$ cat src/rtl/lcb_pkg.sv
// Shared constants, FSM encoding and byte-position helper for the LCB frame packer.
// A frame is 3 groups of {MSB byte, 4 LSB bytes}, each group carrying 4 measures.
package lcb_pkg;

  localparam int unsigned LCB_FRAME_BYTES    = 15;
  localparam int unsigned LCB_MEAS_PER_RQ    = 12;
  localparam int unsigned LCB_MEAS_PER_GROUP = 4;
  localparam int unsigned LCB_MEAS_W         = 10;
  localparam int unsigned LCB_WORD_W         = 12;
  localparam int unsigned LCB_RAM_DEPTH      = 384;

  typedef enum logic [2:0] {
    ST_IDLE,
    ST_FETCH,
    ST_LOAD,
    ST_WAIT_HI,
    ST_WAIT_LO,
    ST_GAP
  } lcb_state_e;

  typedef struct packed {
    logic [1:0] group;
    logic [2:0] slot;
  } lcb_byte_pos_t;

  // Slot 0 is the packed MSB byte; slots 1..4 are the low bytes of measures 0..3.
  function automatic lcb_byte_pos_t lcb_byte_pos(input logic [3:0] byte_idx);
    lcb_byte_pos_t pos;
    pos.group = 2'(byte_idx / 4'd5);
    pos.slot  = 3'(byte_idx % 4'd5);
    return pos;
  endfunction

endpackage

$ cat src/rtl/lcb_frame_packer_if.sv
// Request, measure-RAM read and UART transmit signals of the LCB frame packer.
// master = the packer; slave = the surrounding system (requester, RAM, transmitter).
interface lcb_frame_packer_if;
  import lcb_pkg::*;

  logic                  rqStart;
  logic [4:0]            rqNumber;
  logic [8:0]            measAddr;
  logic                  measRdEn;
  logic [LCB_WORD_W-1:0] measData;
  logic [7:0]            txData;
  logic                  txStart;
  logic                  txBusy;
  logic                  busy;
  logic                  frameDone;

  modport master (
    input  rqStart, rqNumber, measData, txBusy,
    output measAddr, measRdEn, txData, txStart, busy, frameDone
  );

  modport slave (
    output rqStart, rqNumber, measData, txBusy,
    input  measAddr, measRdEn, txData, txStart, busy, frameDone
  );

endinterface

$ cat src/rtl/lcb_rd_pipe.sv
// RD_LAT-deep valid/index shift register; out_valid/out_idx line up with the
// RAM word returned for the read issued RD_LAT clocks earlier.
module lcb_rd_pipe
  import lcb_pkg::*;
#(
  parameter int unsigned RD_LAT = 2,
  parameter int unsigned IDX_W  = $clog2(LCB_MEAS_PER_RQ)
) (
  input  logic             clk,
  input  logic             reset,
  input  logic             in_valid,
  input  logic [IDX_W-1:0] in_idx,
  output logic             out_valid,
  output logic [IDX_W-1:0] out_idx
);

  logic [RD_LAT-1:0] vld_q, vld_d;
  logic [IDX_W-1:0]  idx_q [RD_LAT];
  logic [IDX_W-1:0]  idx_d [RD_LAT];

  always_comb begin
    vld_d    = vld_q;
    idx_d    = idx_q;
    vld_d[0] = in_valid;
    idx_d[0] = in_idx;
    for (int unsigned i = 1; i < RD_LAT; i++) begin
      vld_d[i] = vld_q[i-1];
      idx_d[i] = idx_q[i-1];
    end
  end

  always_ff @(posedge clk) begin
    if (reset) begin
      vld_q <= '0;
      for (int unsigned i = 0; i < RD_LAT; i++) idx_q[i] <= '0;
    end else begin
      vld_q <= vld_d;
      idx_q <= idx_d;
    end
  end

  assign out_valid = vld_q[RD_LAT-1];
  assign out_idx   = idx_q[RD_LAT-1];

endmodule

$ cat src/rtl/lcb_frame_packer.sv
// LCB frame packer: fetches 12 measures for a request, packs them into the
// 15-byte LCB frame and streams it to the UART transmitter one byte at a time.
module lcb_frame_packer
  import lcb_pkg::*;
#(
  parameter int unsigned RD_LAT       = 2,
  parameter int unsigned GAP_CYCLES   = 16,
  parameter int unsigned WORDS_PER_RQ = LCB_MEAS_PER_RQ
) (
  input logic                clk,
  input logic                reset,
  lcb_frame_packer_if.master bus
);

  localparam int unsigned IDX_W     = 4;
  localparam int unsigned GAP_W     = (GAP_CYCLES > 1) ? $clog2(GAP_CYCLES) : 1;
  localparam logic [GAP_W-1:0] GAP_LAST  = GAP_W'(GAP_CYCLES - 1);
  localparam logic [3:0]       LAST_IDX  = 4'(LCB_MEAS_PER_RQ - 1);
  localparam logic [3:0]       LAST_BYTE = 4'(LCB_FRAME_BYTES - 1);
  localparam logic [3:0]       N_ISSUE   = 4'(WORDS_PER_RQ);

  lcb_state_e state_q, state_d;

  logic [8:0]            base_q, base_d;
  logic [3:0]            issue_cnt_q, issue_cnt_d;
  logic [8:0]            addr_q, addr_d;
  logic                  rd_en_q, rd_en_d;
  logic [IDX_W-1:0]      rd_idx_q, rd_idx_d;
  logic [LCB_MEAS_W-1:0] meas_buf_q [LCB_MEAS_PER_RQ];
  logic [LCB_MEAS_W-1:0] meas_buf_d [LCB_MEAS_PER_RQ];
  logic [3:0]            byte_cnt_q, byte_cnt_d;
  logic [1:0]            wait_cnt_q, wait_cnt_d;
  logic [GAP_W-1:0]      gap_cnt_q, gap_cnt_d;
  logic [7:0]            tx_data_q, tx_data_d;
  logic                  tx_start_q, tx_start_d;
  logic                  busy_q, busy_d;
  logic                  frame_done_q, frame_done_d;

  logic             pipe_valid;
  logic [IDX_W-1:0] pipe_idx;
  logic [8:0]       rq_base;
  lcb_byte_pos_t    byte_pos;
  logic [3:0]       grp_base;
  logic [3:0]       lsb_idx;
  logic [7:0]       cur_byte;

  lcb_rd_pipe #(
    .RD_LAT (RD_LAT),
    .IDX_W  (IDX_W)
  ) u_rd_pipe (
    .clk       (clk),
    .reset     (reset),
    .in_valid  (rd_en_q),
    .in_idx    (rd_idx_q),
    .out_valid (pipe_valid),
    .out_idx   (pipe_idx)
  );

  // rqNumber*12 as a shift-add; 31*12 = 372 still fits in 9 bits.
  assign rq_base = {1'b0, bus.rqNumber, 3'b000} + {2'b00, bus.rqNumber, 2'b00};

  always_comb begin
    byte_pos = lcb_byte_pos(byte_cnt_q);
    grp_base = {byte_pos.group, 2'b00};
    lsb_idx  = grp_base + {1'b0, byte_pos.slot} - 4'd1;
    if (byte_pos.slot == 3'd0) begin
      cur_byte = {meas_buf_q[grp_base][9:8],
                  meas_buf_q[grp_base + 4'd1][9:8],
                  meas_buf_q[grp_base + 4'd2][9:8],
                  meas_buf_q[grp_base + 4'd3][9:8]};
    end else begin
      cur_byte = meas_buf_q[lsb_idx][7:0];
    end
  end

  always_comb begin
    state_d      = state_q;
    base_d       = base_q;
    issue_cnt_d  = issue_cnt_q;
    addr_d       = addr_q;
    rd_en_d      = 1'b0;
    rd_idx_d     = rd_idx_q;
    meas_buf_d   = meas_buf_q;
    byte_cnt_d   = byte_cnt_q;
    wait_cnt_d   = wait_cnt_q;
    gap_cnt_d    = gap_cnt_q;
    tx_data_d    = tx_data_q;
    tx_start_d   = 1'b0;
    busy_d       = busy_q;
    frame_done_d = 1'b0;

    if (pipe_valid) meas_buf_d[pipe_idx] = bus.measData[10:1];

    unique case (state_q)
      ST_IDLE: begin
        // The frameDone cycle is still IDLE; holding off one clock keeps busy low for it.
        if (bus.rqStart && !frame_done_q) begin
          base_d      = rq_base;
          busy_d      = 1'b1;
          rd_en_d     = 1'b1;
          addr_d      = rq_base;
          rd_idx_d    = '0;
          issue_cnt_d = 4'd1;
          state_d     = ST_FETCH;
        end
      end
      ST_FETCH: begin
        if (issue_cnt_q < N_ISSUE) begin
          rd_en_d     = 1'b1;
          addr_d      = base_q + 9'(issue_cnt_q);
          rd_idx_d    = issue_cnt_q;
          issue_cnt_d = issue_cnt_q + 4'd1;
        end
        if (pipe_valid && pipe_idx == LAST_IDX) begin
          byte_cnt_d = '0;
          state_d    = ST_LOAD;
        end
      end
      ST_LOAD: begin
        if (!bus.txBusy) begin
          tx_data_d  = cur_byte;
          tx_start_d = 1'b1;
          wait_cnt_d = '0;
          state_d    = ST_WAIT_HI;
        end
      end
      ST_WAIT_HI: begin
        if (bus.txBusy) begin
          state_d = ST_WAIT_LO;
        end else if (wait_cnt_q == 2'd3) begin
          gap_cnt_d = '0;
          state_d   = ST_GAP;
        end else begin
          wait_cnt_d = wait_cnt_q + 2'd1;
        end
      end
      ST_WAIT_LO: begin
        if (!bus.txBusy) begin
          gap_cnt_d = '0;
          state_d   = ST_GAP;
        end
      end
      ST_GAP: begin
        if (gap_cnt_q == GAP_LAST) begin
          if (byte_cnt_q == LAST_BYTE) begin
            frame_done_d = 1'b1;
            busy_d       = 1'b0;
            byte_cnt_d   = '0;
            state_d      = ST_IDLE;
          end else begin
            byte_cnt_d = byte_cnt_q + 4'd1;
            state_d    = ST_LOAD;
          end
        end else begin
          gap_cnt_d = gap_cnt_q + GAP_W'(1);
        end
      end
      default: state_d = ST_IDLE;
    endcase
  end

  always_ff @(posedge clk) begin
    if (reset) begin
      state_q      <= ST_IDLE;
      base_q       <= '0;
      issue_cnt_q  <= '0;
      addr_q       <= '0;
      rd_en_q      <= 1'b0;
      rd_idx_q     <= '0;
      for (int unsigned i = 0; i < LCB_MEAS_PER_RQ; i++) meas_buf_q[i] <= '0;
      byte_cnt_q   <= '0;
      wait_cnt_q   <= '0;
      gap_cnt_q    <= '0;
      tx_data_q    <= '0;
      tx_start_q   <= 1'b0;
      busy_q       <= 1'b0;
      frame_done_q <= 1'b0;
    end else begin
      state_q      <= state_d;
      base_q       <= base_d;
      issue_cnt_q  <= issue_cnt_d;
      addr_q       <= addr_d;
      rd_en_q      <= rd_en_d;
      rd_idx_q     <= rd_idx_d;
      meas_buf_q   <= meas_buf_d;
      byte_cnt_q   <= byte_cnt_d;
      wait_cnt_q   <= wait_cnt_d;
      gap_cnt_q    <= gap_cnt_d;
      tx_data_q    <= tx_data_d;
      tx_start_q   <= tx_start_d;
      busy_q       <= busy_d;
      frame_done_q <= frame_done_d;
    end
  end

  assign bus.measAddr  = addr_q;
  assign bus.measRdEn  = rd_en_q;
  assign bus.txData    = tx_data_q;
  assign bus.txStart   = tx_start_q;
  assign bus.busy      = busy_q;
  assign bus.frameDone = frame_done_q;

endmodule

$ cat src/flat_wrapper.sv
// flat-port wrapper written by rule: the top's interface ports become plain ports
module lcb_frame_packer_flat import lcb_pkg::*;
#(
  parameter int unsigned RD_LAT       = 2,
  parameter int unsigned GAP_CYCLES   = 16,
  parameter int unsigned WORDS_PER_RQ = LCB_MEAS_PER_RQ
)
  (clk, reset, bus_rqStart, bus_rqNumber, bus_measData, bus_txBusy, bus_measAddr, bus_measRdEn, bus_txData, bus_txStart, bus_busy, bus_frameDone);
  lcb_frame_packer_if bus_i ();
  input logic clk;
  input logic reset;
  input wire logic [$bits(bus_i.rqStart)-1:0] bus_rqStart;
  input wire logic [$bits(bus_i.rqNumber)-1:0] bus_rqNumber;
  input wire logic [$bits(bus_i.measData)-1:0] bus_measData;
  input wire logic [$bits(bus_i.txBusy)-1:0] bus_txBusy;
  output wire logic [$bits(bus_i.measAddr)-1:0] bus_measAddr;
  output wire logic [$bits(bus_i.measRdEn)-1:0] bus_measRdEn;
  output wire logic [$bits(bus_i.txData)-1:0] bus_txData;
  output wire logic [$bits(bus_i.txStart)-1:0] bus_txStart;
  output wire logic [$bits(bus_i.busy)-1:0] bus_busy;
  output wire logic [$bits(bus_i.frameDone)-1:0] bus_frameDone;
  assign bus_i.rqStart = bus_rqStart;
  assign bus_i.rqNumber = bus_rqNumber;
  assign bus_i.measData = bus_measData;
  assign bus_i.txBusy = bus_txBusy;
  assign bus_measAddr = bus_i.measAddr;
  assign bus_measRdEn = bus_i.measRdEn;
  assign bus_txData = bus_i.txData;
  assign bus_txStart = bus_i.txStart;
  assign bus_busy = bus_i.busy;
  assign bus_frameDone = bus_i.frameDone;
  lcb_frame_packer #(.RD_LAT(RD_LAT), .GAP_CYCLES(GAP_CYCLES), .WORDS_PER_RQ(WORDS_PER_RQ)) u_core (.clk(clk), .reset(reset), .bus(bus_i));
endmodule
$ cat config.mk
export PLATFORM = sky130hd
export DESIGN_NAME = lcb_frame_packer_flat
export DESIGN_NICKNAME = d
export VERILOG_FILES = /design/src/rtl/lcb_pkg.sv /design/src/rtl/lcb_frame_packer_if.sv /design/src/rtl/lcb_rd_pipe.sv /design/src/rtl/lcb_frame_packer.sv /design/src/flat_wrapper.sv
export SDC_FILE = /design/constraint.sdc
export NUM_CORES = 1
export LEC_CHECK = 0
export ABC_CLOCK_PERIOD_IN_PS = 6500
export CORE_UTILIZATION = 50
export CTS_BUF_LIST = sky130_fd_sc_hd__clkbuf_4
export CTS_CLUSTER_DIAMETER = 30
export DETAILED_ROUTE_END_ITERATION = 7
export PLACE_DENSITY = 0.68
export SLEW_MARGIN = 40
export SYNTH_ARGS = -nofsm -noshare
export SYNTH_HDL_FRONTEND = slang
export SYNTH_SLANG_ARGS = --single-unit
$ cat constraint.sdc
create_clock -name clk -period 6.5 [get_ports clk]
set_clock_uncertainty 0.1 [all_clocks]
set_input_delay 0.65 -clock clk [delete_from_list [all_inputs] [get_ports clk]]
set_output_delay 0.65 -clock clk [all_outputs]
set_load 0.01 [all_outputs]
==> results.json <==
{
  "p_switching_w": 0.000464,
  "ioPinCount": 42,
  "cts_made_buffers": 17,
  "holdPathStages": 1,
  "cts_max_level": 4,
  "hold_violations": 0,
  "path_max_fanout": 13,
  "drt_iter0_markers": 397,
  "first_global_vias": 5638,
  "grt_setup_unrepaired": "false",
  "slew_violations": 0,
  "seq_area_sq_um": 3540,
  "power.leakage_nw": 3.74,
  "gp_congestion": 0.812,
  "first_pass_iters": 7,
  "cts_tree": "done",
  "wl_per_cell_um": 16.5,
  "viasPerCell": 5.51,
  "syn_nets": 928,
  "comb_power_share_pct": 6.3,
  "ctsResizeCount": 0,
  "ff2ff_path_depth": 22,
  "crit_arrival_ns": 5.05,
  "ir_drop_v": 0.0000991,
  "placed_area_sq_um": 8720,
  "final_nets": 931,
  "crit_chain": "inv_1, ha_1, nor2_2, a21boi_1, buf_4, xnor2_1, ha_1, nand2b_1, a22oi_2, buf_4, o21ai_4, inv_1, ha_2, inv_1, fa_1, xor2_1, xnor2_1, buf_4, nand2b_1, o22ai_1, o311ai_0, o21ai_1",
  "antenna_found_initial": 1,
  "wl_um": 18500,
  "grt_pass1_wl_um": 29600,
  "startpoint_type": "register",
  "drive_above_1_share_pct": 7.87,
  "track_usage_pct": 22.9,
  "synthesis.instances": 886,
  "drtAntennaViolNets": 0,
  "yosysSeqAreaShare_pct": 43.0,
  "end_kind": "register",
  "setup_tns_ns": 0,
  "postCtsHoldBufs": 0,
  "r2r-end": "u_core.bus.txData[6]",
  "setup_viol": 0,
  "holdCritStartpoint": "u_core.u_rd_pipe.vld_q[0]",
  "fin_crit_sh_pct": 72.1,
  "power_frac_clock_pct": 34.7,
  "core_sq_um": 16000,
  "synth-async-reset-ratio_pct": 0,
  "min_to": "u_core.u_rd_pipe.vld_q[1]",
  "grt_overflow_total": 0,
  "period_minus_slack_ns": 4.69,
  "clock_path_buffers": 2,
  "syn_to_final_growth_pct": 9.49,
  "p_int_w": 0.00141,
  "fin_util_pct": 56.4,
  "die_x_um": 130,
  "worstMarginPinSlew_ns": 0.807,
  "synth_ff_type": "dfxtp_1",
  "clkLatencyLatePin_ns": 0.56,
  "cp_slowest_cell": "dfxtp_1",
  "die_h_um": 130,
  "cts_root_buf": "clkbuf_4",
  "start_util_pct": 51.5,
  "r2r_slack_ns": 1.81,
  "synth-seq-cells": 177,
  "post_cts_buffers": 0,
  "pwr-share-seq_pct": 59.0,
  "post-route-drc-count": 0,
  "path_class": "register to register",
  "multi_input_comb_area_sq_um": 4340,
  "max_stage_delay_ns": 0.50,
  "synth.cell_area_sq_um": 8240,
  "max_freq_ghz": 0.213,
  "path_clk_slew_ns": 0.15,
  "num_rows": 46,
  "required_ns": 6.86,
  "synth_edf_count": 0,
  "final.fill_count": 1483,
  "io_buffer_count": 39,
  "dieArea_sq_um": 17000,
  "maxSlewHeadroom_pct": 46.0,
  "ys_warn_count": 0,
  "sw_frac_of_total_pct": 24.7,
  "avgSynthCellArea_sq_um": 9.30,
  "synthDistinctLibCells": 61,
  "dp_hpwl_um": 12200,
  "regToRegStartpoint": "u_core.byte_cnt_q[2]",
  "maxCapViolations": 0,
  "grt_max_degree": 101,
  "postLayoutCellArea_sq_um": 9020,
  "powerDensity_nw_per_um2": 208,
  "vias": 6167,
  "cts_sinks": 177,
  "hold_path_class": "register to register",
  "status": "complete, no violations"
}
==> synthesized netlist by cell type (all sizes together), types with 5 or more instances <==
| library cell | n | share of area [%] |
|---|---|---|
| dfxtp | 177 | 43 |
| or3 | 5 | 0.38 |
| xnor2 | 10 | 1.1 |
| o221ai | 5 | 0.53 |
| nand2 | 83 | 3.8 |
| buf | 13 | 1.3 |
| a21oi | 62 | 3.8 |
| mux2i | 126 | 15 |
| nor3 | 11 | 0.67 |
| nor2 | 138 | 6.3 |
| clkbuf | 57 | 2.6 |
| a21o | 6 | 0.55 |
| xor2 | 5 | 0.53 |
| mux4 | 16 | 4.6 |
| a211oi | 15 | 1.4 |
| nand2b | 9 | 0.77 |
| o2111ai | 6 | 0.64 |
| nand3 | 21 | 1.3 |
| nor2b | 16 | 1.2 |
| and3 | 8 | 0.61 |
| o22ai | 7 | 0.53 |
| ha | 18 | 2.7 |
| nor3b | 5 | 0.46 |
| inv | 16 | 0.73 |
| o21ai | 9 | 0.68 |
==> power groups by stage <==
stage          registers (W)  logic (W)  clock network (W)
2_1_floorplan        0.00113  0.0000744                  0
3_3_place_gp         0.00113   0.000117                  0
3_5_place_dp         0.00113   0.000118                  0
4_1_cts              0.00111   0.000118           0.000664
5_1_grt              0.00111   0.000130           0.000716
6_report             0.00111   0.000118           0.000652
==> metal layers <==
layer	wire, um	share of wire [%]	global-route usage (%)
met1	9260	50	32.6
met2	8390	45	35.4
met3	650	3.5	4.48
met4	200	1.1	6.29
met5	0	0	0
==> cell families (layout without fill, tap and decap cells) <==
logic type      Yosys count  in the layout  synth area share, %
mux                     145            145                 20.3
buf+inv                  86            102                 4.60
flops                   177            177                 43.0
xor+xnor                 15             15                 1.59
compound gates          133            133                 10.5
other cells               0              1                    0
simple gates            309            309                 16.6
fa+ha+maj                21             21                 3.46
==> how the worst max path moves through the flow <==
stage / from / cells past startpoint / endpoint / slack, ns
final: u_core.byte_cnt_q[2] / 22 / u_core.bus.txData[6] / 1.81
after detailed placement: u_core.byte_cnt_q[2] / 22 / u_core.bus.txData[6] / 1.82
after CTS: u_core.byte_cnt_q[2] / 22 / u_core.bus.txData[6] / 1.78
after global routing: u_core.byte_cnt_q[2] / 22 / u_core.bus.txData[6] / 1.38
after global placement: u_core.byte_cnt_q[2] / 22 / u_core.bus.txData[6] / 1.91
after floorplan: u_core.byte_cnt_q[2] / 19 / u_core.bus.txData[6] / 2.05
==> layout make-up <==
type | count | area share, %
multi-input combinational | 623 | 48.1
tap | 216 | 2.99
clock inverter | 14 | 1.83
inverter | 16 | 0.665
clock buffer | 18 | 1.50
sequential | 177 | 39.3
timing repair buffer | 54 | 5.63
antenna | 1 | 0.0277
==> cells in the final DEF (no fill, tap or decap), types with 4 or more instances in the layout <==
cell,count
dfxtp_1,177
nor2_1,135
mux2i_1,126
nand2_1,83
a21oi_1,62
clkdlybuf4s50_1,38
nand3_1,21
clkbuf_4,18
ha_1,17
inv_1,16
nor2b_1,16
a211oi_1,15
buf_4,14
mux4_2,12
nor3_1,11
xnor2_1,10
nand2b_1,8
and3_1,8
o21ai_0,7
o22ai_1,7
a21o_1,6
o2111ai_1,6
xor2_1,5
or3_1,5
o221ai_1,5
nor3b_1,5
mux4_1,4
nand4_1,4
a31oi_1,4
clkinvlp_4,4
==> flip-flops by register name (all words and copies together) (netlist names), 4 cells and up <==
name	count
u_core.base_q	7
u_core.bus.measAddr	7
u_core.bus.txData	8
u_core.byte_cnt_q	4
u_core.gap_cnt_q	4
u_core.issue_cnt_q	4
u_core.meas_buf_q	120
u_core.rd_idx_q	4
u_core.u_rd_pipe.idx_d	4
u_core.u_rd_pipe.out_idx	4
==> through the flow <==
stage	worst slack [ns]	cells	hold WS, ns	power (W)
6_report	1.81	1119	0.345	0.00188
5_1_grt	1.38	1119	0.355	0.00196
4_1_cts	1.78	1118	0.353	0.00189
3_5_place_dp	1.82	1086	0.326	0.00125
3_3_place_gp	1.91	1083	0.319	0.00125
2_1_floorplan	2.05	886	0.314	0.00121
==> worst max-delay path: cells and delay by family (launching register included) <==
kind | cells | cell delay [ns]
compound gates | 6 | 0.89
flops | 1 | 0.50
buf+inv | 6 | 0.94
xor+xnor | 3 | 0.54
simple gates | 3 | 0.62
fa+ha+maj | 4 | 1.00
(Power assumes the default switching activity.)
==> variant: new RTL, same flow settings <==
One comparison of `byte_cnt_q` changes from == to >=.
--- a/src/rtl/lcb_frame_packer.sv
+++ b/src/rtl/lcb_frame_packer.sv
@@ -144,3 +144,3 @@
         if (gap_cnt_q == GAP_LAST) begin
-          if (byte_cnt_q == LAST_BYTE) begin
+          if (byte_cnt_q >= LAST_BYTE) begin
             frame_done_d = 1'b1;
Formal check against the unedited RTL: same outputs for any inputs over 10 cycles, from zero or initial values and one cycle with reset high; that may be too few to reach the edited logic, so the function may still have changed.
==> variant against the unedited design <==
Global-route usage rose by 0.42 points; setup slack worse by 0.92 ns; count of clock-buffer cells in the layout down 1; critical path depth is 7 lower; sequential cell count stayed put; wire length shrank 0.44%; sequential share of layout area increased by 0.35 points; utilization down 0.095 points; synthesized area fell by 1.4%; design area decreased by 0.89%; die area is 1.4% lower; largest cell class unchanged.
Power is not compared: it rests on default switching activity, and its combinational part moved more than twofold at a synthesized area within 25%.
==> variant: results (changes against the unedited design) <==
* Status: complete, no violations
* Post-Syn Nets at 894 (-3.7%)
* Compound-Gate Fraction of Synth Area at 8.87% (-1.6 points)
* RR Startpoint: u_core.byte_cnt_q[0]
* Filler instances at 1,429 (-3.6%)
* All-Layer GR Usage at 23.3% (+0.42 points)
* Leak at around 3.6 nW
* WHS Endpoint: u_core.rd_idx_q[3]
* GPL Wtd Cong at 0.825 (+1.6%)
* Vias at 6,085 (-1.3%)
* Routed WL at 18.4 mm (-0.44%)
* Yosys warnings at 0 (unchanged)
* CP arrival at 5.99 ns (+0.94 ns)
* Cells on worst reg2reg path at 15 (-32%)
* Post-DP HPWL at 12.4 mm (+1.3%)
* Mux share of post-synthesis cell area at 22.4% (+2.2 points)
* Hold slack at 0.359 ns (+0.0142 ns)
* Adder-cell share of the synthesized area at 3.82% (+0.36 points)
* M3 GR Usage at 4.13% (-0.35 points)
* # nets final at 905 (-2.8%)
* Slew @ Worst Pin at 0.828 ns (+0.0202 ns)
* Post-synth top cells: 177 x dfxtp_1, 154 x nor2_1, 136 x mux2i_1, 62 x nand2_1, 49 x clkbuf_1
* Reg-to-reg slack, setup at 0.89 ns (-0.92 ns)
* Sequential fraction of the synthesis area at 43.6% (+0.60 points)
* Top post-synthesis cells by area: dfxtp_1 44%, mux2i_1 17%, nor2_1 7.1%
* Critical Path Max Stage Delay at 0.99 ns (+0.49 ns)
* Xor and xnor fraction of the mapped netlist area at 1.74% (+0.15 points)
* First-pass GRT wire length at 29.9 mm (+1.2%)
* CP max-delay cell: fa_1
* Vias in the first global route at 6,088 (+8.0%)
* Critical path peak fanout at 11 (-2)
* RR Endpoint: u_core.bus.txData[7]
* Vias per cell at 5.58 (+1.3%)
* Cell variety after synth at 62 (+1.6%)
* Met1 usage at 28.2% (-4.4 points)
* Worst hold path startpoint: u_core.rd_idx_q[3]
* Routing usage on met2 at 41.0% (+5.6 points)
* Largest net degree at the start of global routing at 92 (-8.9%)
* Layout cell share with drive strength beyond 1 at 9.05% (+1.2 points)
* Synth top area share at 43.6% (+0.60 points)
## variant: worst max-delay path, delay by kind of cell, from the launching register on
kind	cells	cell delay [ns]
XOR/XNOR	1	0.21
buffers and inverters	1	0.18
AO/OA/AOI/OAI	3	1.14
multiplexers	1	0.42
flip-flops	1	0.46
adder cells (fa/ha/maj)	3	1.52
AND/OR/NAND/NOR	6	1.50
## variant: layout make-up
class	count	area (um2)	area share, %
timing repair buffer	50	475	5.32
sequential	177	3540	39.6
tap	216	270	3.02
antenna	1	2.50	0.0280
multi-input combinational	599	4280	47.9
inverter	16	62.6	0.699
clock inverter	14	180	2.01
clock buffer	17	128	1.43
## variant: power breakdown
| group | total (mW) | leakage, nW | internal, mW | switching (mW) |
|---|---|---|---|---|
| clock network | 0.666 | 0.153 | 0.272 | 0.395 |
| registers | 1.20 | 1.43 | 1.14 | 0.0584 |
| logic | 0.355 | 1.98 | 0.156 | 0.199 |
| total | 2.22 | 3.56 | 1.57 | 0.652 |
## variant: worst max path at each step
| stage | from | end | slack, ns |
|---|---|---|---|
| 4_1_cts | u_core.byte_cnt_q[0] | u_core.bus.txData[7] | 0.88 |
| 6_report | u_core.byte_cnt_q[0] | u_core.bus.txData[7] | 0.89 |
| 5_1_grt | u_core.byte_cnt_q[0] | u_core.bus.txData[7] | 0.51 |
| 2_1_floorplan | u_core.byte_cnt_q[0] | u_core.bus.txData[0] | 1.46 |
| 3_5_place_dp | u_core.byte_cnt_q[0] | u_core.bus.txData[7] | 0.90 |
| 3_3_place_gp | u_core.byte_cnt_q[0] | u_core.bus.txData[0] | 1.17 |
## variant: kinds of logic after synthesis
group,Yosys count
and+or+nand+nor,289
DFF,177
muxes,162
AOI/OAI and AO/OA,111
buffers and inverters,74
adders and majority gates,23
xor gates and xnor gates,14
## variant: stage by stage
step	util (%)	instance area, um2	setup WS, ns
after CTS	56.2	8930	0.879
final	56.3	8940	0.893
after detailed placement	54.3	8620	0.899
after global placement	54.2	8610	1.17
after global routing	56.3	8940	0.514
after floorplan	-	8130	1.46
## variant: per-layer routing
layer,wire length (um),vias up
li1,-,2981
met1,8070,2948
met2,9170,128
met3,734,28
met4,454,0
met5,0,-
